**src/rtl/adder_pkg.sv**
```systemverilog
// adder_pkg: shared types and constants for the bit-serial arithmetic cells.
//   sub_state_e : FSM state encoding (IDLE, RUN, DONE)
//   DEF_WIDTH   : default operand width
package adder_pkg;
  typedef enum logic [1:0] {IDLE, RUN, DONE} sub_state_e;
  localparam int DEF_WIDTH = 8;
endpackage

```
**src/rtl/full_subtractor.sv**
```systemverilog
// full_subtractor: one-bit combinational subtractor cell, d = a - b - bin.
//   a, b  : operand bits
//   bin   : borrow in
//   d     : difference bit
//   bout  : borrow out
module full_subtractor (
  input  logic a,
  input  logic b,
  input  logic bin,
  output logic d,
  output logic bout
);
  assign d    = a ^ b ^ bin;
  assign bout = (~a & b) | (~(a ^ b) & bin);
endmodule

```
**src/rtl/serial_subtractor.sv**
```systemverilog
// serial_subtractor: bit-serial two's-complement subtractor, diff = a - b,
// one bit per clock, LSB first, start/busy/done handshake.
//   clk, rst    : clock, synchronous active-high reset
//   start       : request, sampled only in IDLE
//   a, b        : minuend / subtrahend, captured on the accepted start
//   busy        : high while bits are being processed (WIDTH cycles)
//   done        : one-cycle pulse; results valid from this cycle on
//   diff        : a - b modulo 2^WIDTH, held until the next accepted start
//   borrow_out  : final borrow (a < b unsigned)
//   overflow    : signed overflow, only when SERIAL_SUB_OVF_EN is defined
module serial_subtractor
  import adder_pkg::*;
#(
  parameter int WIDTH = DEF_WIDTH
) (
  input  logic             clk,
  input  logic             rst,
  input  logic             start,
  input  logic [WIDTH-1:0] a,
  input  logic [WIDTH-1:0] b,
  output logic             busy,
  output logic             done,
  output logic [WIDTH-1:0] diff,
`ifdef SERIAL_SUB_OVF_EN
  output logic             overflow,
`endif
  output logic             borrow_out
);
  localparam int CW = $clog2(WIDTH + 1);

  sub_state_e       state;
  logic [WIDTH-1:0] sa, sb, res, res_nxt;
  logic [CW-1:0]    cnt;
  logic             bflop;
  logic             d_bit, b_bit;
  logic             last;
`ifdef SERIAL_SUB_OVF_EN
  logic             a_msb, b_msb;
`endif

  full_subtractor u_fs (
    .a    (sa[0]),
    .b    (sb[0]),
    .bin  (bflop),
    .d    (d_bit),
    .bout (b_bit)
  );

  // New bit enters at the MSB so that after WIDTH shifts the LSB lands at bit 0.
  generate
    if (WIDTH == 1) begin : g_res1
      assign res_nxt = d_bit;
    end else begin : g_resn
      assign res_nxt = {d_bit, res[WIDTH-1:1]};
    end
  endgenerate

  assign last       = (cnt == CW'(WIDTH - 1));
  assign diff       = res;
  assign borrow_out = bflop;

  always_ff @(posedge clk) begin
    if (rst) begin
      state <= IDLE;
      busy  <= 1'b0;
      done  <= 1'b0;
      sa    <= '0;
      sb    <= '0;
      res   <= '0;
      cnt   <= '0;
      bflop <= 1'b0;
`ifdef SERIAL_SUB_OVF_EN
      a_msb    <= 1'b0;
      b_msb    <= 1'b0;
      overflow <= 1'b0;
`endif
    end else begin
      case (state)
        IDLE: begin
          done <= 1'b0;
          if (start) begin
            sa    <= a;
            sb    <= b;
            bflop <= 1'b0;
            cnt   <= '0;
            busy  <= 1'b1;
            state <= RUN;
`ifdef SERIAL_SUB_OVF_EN
            a_msb    <= a[WIDTH-1];
            b_msb    <= b[WIDTH-1];
            overflow <= 1'b0;
`endif
          end
        end
        RUN: begin
          sa    <= sa >> 1;
          sb    <= sb >> 1;
          res   <= res_nxt;
          bflop <= b_bit;
          cnt   <= cnt + CW'(1);
          if (last) begin
            busy  <= 1'b0;
            done  <= 1'b1;
            state <= DONE;
`ifdef SERIAL_SUB_OVF_EN
            // d_bit is the final result MSB on the last RUN cycle.
            overflow <= (a_msb != b_msb) && (d_bit != a_msb);
`endif
          end
        end
        DONE: begin
          done  <= 1'b0;
          state <= IDLE;
        end
        default: state <= IDLE;
      endcase
    end
  end
endmodule

```
**config.mk**
```make
export PLATFORM = sky130hd
export DESIGN_NAME = serial_subtractor
export DESIGN_NICKNAME = d
export VERILOG_FILES = /design/src/rtl/adder_pkg.sv /design/src/rtl/full_subtractor.sv /design/src/rtl/serial_subtractor.sv
export SDC_FILE = /design/constraint.sdc
export NUM_CORES = 1
export LEC_CHECK = 0
export CAP_MARGIN = 20
export CORE_UTILIZATION = 45
export CTS_CLUSTER_DIAMETER = 100
export DETAILED_ROUTE_END_ITERATION = 12
export MAX_ROUTING_LAYER = met4
export PLACE_DENSITY = 0.83
export SLEW_MARGIN = 0
export SYNTH_ARGS = -nofsm -noshare
export SYNTH_HDL_FRONTEND = slang
export SYNTH_SLANG_ARGS = --single-unit
```
**constraint.sdc**
```tcl
create_clock -name clk -period 1.29 [get_ports clk]
set_input_delay 0.129 -clock clk [delete_from_list [all_inputs] [get_ports clk]]
set_output_delay 0.129 -clock clk [all_outputs]
set_load 0.02 [all_outputs]
```
==> reports/results.md, run 1 <==
## Clock network
• worst-case clock buffer depth: 2
• clock tree sinks: 33
• insertion delay to the later sink of the worst-skew pair: 350 ps
• buffer cell driving the clock tree root: sky130_fd_sc_hd__clkbuf_4
• Num CTS Buffers: 5
• number of levels in the clock H-tree: 2
• TritonCTS clock tree: done
• count of hold-fix buffers inserted at cts: 0
• register clock-pin slew on the reported worst setup and hold paths: 100 ps

## Floorplan
• floorplan die width: 60.4 µm
• core area: 3150 µm²
• number of rows in the core area: 20
• I/O pin total: 30
• vertical extent of the die: 60.4 µm
• effective utilization at floorplan: 48.7%
• full die area: 3650 µm²

## Yosys
• mux cell area share after synthesis: 0.652%
• mean cell area of the mapped netlist: 8.34 µm²
• Synth warnings: 0
• synthesized-area fraction occupied by and/or/nand/nor cells: 18.4%
• nets in the synthesized netlist: 205
• sequential share of the synthesized area: 43.0%
• cell type with the largest total area after synthesis: sky130_fd_sc_hd__dfxtp_1
• synthesis-stage register bit count: 33
• Adder-Cell Fraction of Synth Area: 2.12%
• Synth async-reset ratio: 0%
• Post-Synthesis Cells: 184
• top area cells in the synthesized netlist: sky130_fd_sc_hd__dfxtp_1, sky130_fd_sc_hd__a21oi_1, sky130_fd_sc_hd__nor2_1, sky130_fd_sc_hd__o221a_2, sky130_fd_sc_hd__nand2_1
• largest family of logic cells by synthesized area: compound AO/OA/AOI/OAI gates
• portion of synthesized cell area occupied by the leading cell type: 43.0%
• EDFF count, synth: 0
• post-synthesis xor/xnor area fraction: 0%
• count of unique library cells instantiated by Yosys: 33
• Main synth FF type: sky130_fd_sc_hd__dfxtp_1
• area of the mapped netlist: 1540 µm²
• synthesized-area fraction occupied by ao, oa, aoi and oai cells: 27.5%

## Worst setup path
• kind of end point of the critical path: register
• worst endpoint data arrival time: 1510 ps
• crit path max-delay cell type: sky130_fd_sc_hd__or3_1
• FF-to-FF End: cnt[3]
• critical path class: register to register
• largest fanout on the critical path: 9
• CP peak stage delay: 370 ps
• Critical Path Source Type: register
• worst reg2reg path depth: 3
• required time of the worst setup path: 1570 ps
• r2r setup slk: 60 ps
• critical path, cell by cell: nand2b_2, or3_1, a31oi_1
• startpoint of the worst-slack reg-to-reg timing path: state[1]

## Power
• Pwr Density: 1020 nW/µm²
• power share of the clock group: 27.8%
• cell internal power dissipation: 1.47 mW
• Sw Pwr: 0.567 mW
• sequential share of power: 54.9%
• Worst IR Drop VDD: 0.603 mV
• share of total power in combinational logic: 17.3%
• Net Sw Frac: 27.8%
• leakage power figure: 0.833 nW

## Place
• final estimated routing congestion in global placement: 0.748
• worst setup timing slack at the placement stage: -151 ps
• Port Buffers: 29
• DP Wirelength: 2.32 mm
• area of placed instances: 1950 µm²

## Detailed routing
• vias: 1414
• post-detailed-route wirelength per cell: 12.3 µm
• residual antenna-violating net count after detailed routing: 0
• mean number of vias per cell: 5.24
• DRC violation total after the first TritonRoute iteration: 102
• drc violations: 0
• total routed wirelength: 3.32 mm
• drt first pass iters: 4

## Finish
• area added between synthesis and finish: 30.1%
• leading cell type in the layout, fill and taps excluded: sky130_fd_sc_hd__dfxtp_1
• Net count, final: 246
• fraction of final layout cells sized beyond drive strength 1: 18.1%
• Final Cell Area: 2000 µm²
• antenna diode count: 0
• top library cells by usage in the layout, fill and taps aside: sky130_fd_sc_hd__dfxtp_1, sky130_fd_sc_hd__a21oi_1, sky130_fd_sc_hd__nor2_1

## Min path
• Worst Hold Endpoint: sa[7]
• startpoint of the most critical hold path: a[7]
• number of cells traversed by the worst hold path: 3
• Worst Hold Class: input port to register

## Timing
• portion of the clock cycle consumed by the worst path in the final layout: 95.4%
• final critical-path setup slack: 58.7 ps
• final number of hold-violating endpoints: 0
• Final setup viols: 0
• Worst-Margin Slew: 370 ps
• Slew Limit Headroom: 75.3%
• Worst Skew: 5.59 ps
• Tmin final: 1230 ps
• Total Negative Setup Slacks: 0 ps
• Final Max Tran Viols: 0
• Highest Clock Rate: 812 MHz
• unrepaired setup endpoints after global routing: no

## Global route
• wire length of the first global-routing pass: 5.30 mm
• via count of the first global-routing pass: 1248
• total track usage: 20.4%
• antenna violations before repair: 0
• Remaining Overflow, GRT: 0
• pin count of the biggest net entering global routing: 22

## Flow run
• Max Cap Viol: 0

## Status
• outcome: finished, final reports clean

[sequential cells by signal (all words and copies together) (netlist names)]
name        flops
state           2
diff            8
cnt             4
sa              8
borrow_out      1
sb              8
done            1
busy            1
[power by group through the flow]
stage                     Combinational, mW  Clock (mW)  Sequential (mW)
after floorplan                       0.203           0             1.14
after global placement                0.349           0             1.14
after detailed placement              0.357           0             1.14
after CTS                             0.353       0.581             1.12
after global routing                  0.390       0.617             1.13
final                                 0.353       0.566             1.12
[final cells by class]
| class | instances | area [µm²] |
|---|---|---|
| Timing Repair Buffer | 48 | 432 |
| Fill cell | 297 | 1160 |
| Sequential cell | 33 | 662 |
| Clock inverter | 2 | 10.0 |
| Tap cell | 44 | 55.1 |
| Clock buffer | 6 | 41.3 |
| Multi-Input combinational cell | 125 | 752 |
| Inverter | 12 | 45.0 |
[stage by stage]
stage          power [mW]  instances  utilization, %  hold WS (ps)
2_1_floorplan        1.35        184               -           313
3_3_place_gp         1.49        262            62.0           446
3_5_place_dp         1.50        262            62.0           448
4_1_cts              2.05        270            63.3           414
5_1_grt              2.13        270            63.3           442
6_report             2.04        270            63.3           414
[critical path, delay by kind of cell (launching register included)]
family / cells / cell delay (ps)
and+or+nand+nor: 2 / 650
AOI/OAI and AO/OA: 1 / 160
DFF: 1 / 360
[metal layers]
| metal | global-route usage, % | wire (µm) |
|---|---|---|
| met5 | - | 0 |
| met4 | 10.1 | 61 |
| met3 | 5.12 | 131 |
| met2 | 32.5 | 1500 |
| met1 | 24.0 | 1630 |
[Yosys cell counts (2+ instances only)]
| library cell | count |
|---|---|
| sky130_fd_sc_hd__o221a_2 | 8 |
| sky130_fd_sc_hd__a21o_1 | 2 |
| sky130_fd_sc_hd__and2b_1 | 2 |
| sky130_fd_sc_hd__nand3b_1 | 3 |
| sky130_fd_sc_hd__a2111oi_2 | 3 |
| sky130_fd_sc_hd__clkbuf_1 | 4 |
| sky130_fd_sc_hd__inv_1 | 12 |
| sky130_fd_sc_hd__buf_2 | 5 |
| sky130_fd_sc_hd__dfxtp_1 | 33 |
| sky130_fd_sc_hd__nand2_1 | 18 |
| sky130_fd_sc_hd__o21ai_0 | 2 |
| sky130_fd_sc_hd__a22oi_1 | 2 |
| sky130_fd_sc_hd__buf_4 | 4 |
| sky130_fd_sc_hd__o21bai_1 | 2 |
| sky130_fd_sc_hd__nand3_1 | 2 |
| sky130_fd_sc_hd__a221oi_1 | 2 |
| sky130_fd_sc_hd__nor2_1 | 25 |
| sky130_fd_sc_hd__a31oi_1 | 2 |
| sky130_fd_sc_hd__o22ai_1 | 7 |
| sky130_fd_sc_hd__a21oi_1 | 27 |
| sky130_fd_sc_hd__nor3_1 | 2 |
| sky130_fd_sc_hd__nand2b_1 | 2 |
| sky130_fd_sc_hd__nor2b_1 | 5 |
[how the worst max path moves through the flow]
stage	startpoint	endpoint	slack, ps
after floorplan	borrow_out	diff[7]	130
after global placement	start	sb[6]	-120
after detailed placement	start	sb[4]	-150
after CTS	state[1]	cnt[3]	40
after global routing	cnt[0]	done	6
final	state[1]	cnt[3]	60
[kinds of logic after synthesis]
group	Yosys count
AO/OA/AOI/OAI	60
adder cells (fa/ha/maj)	2
buffers and inverters	26
flip-flops	33
multiplexers	1
AND/OR/NAND/NOR	62
[what timing repair did]
action                                  4_1_cts  5_1_grt
endpoints found under the setup margin       16        5
resized for setup                            13        1
setup buffers                                 0        0
pin swaps                                     0        0
hold endpoints to repair                      0        0
(Power assumes the default switching activity.)
==> run 2, diff against run 1 <==
Settings changed: HOLD_SLACK_MARGIN from default to 0.06.
==> results of run 2 <==
No change in the layout: final DEF, timing and power equal those of run 1.
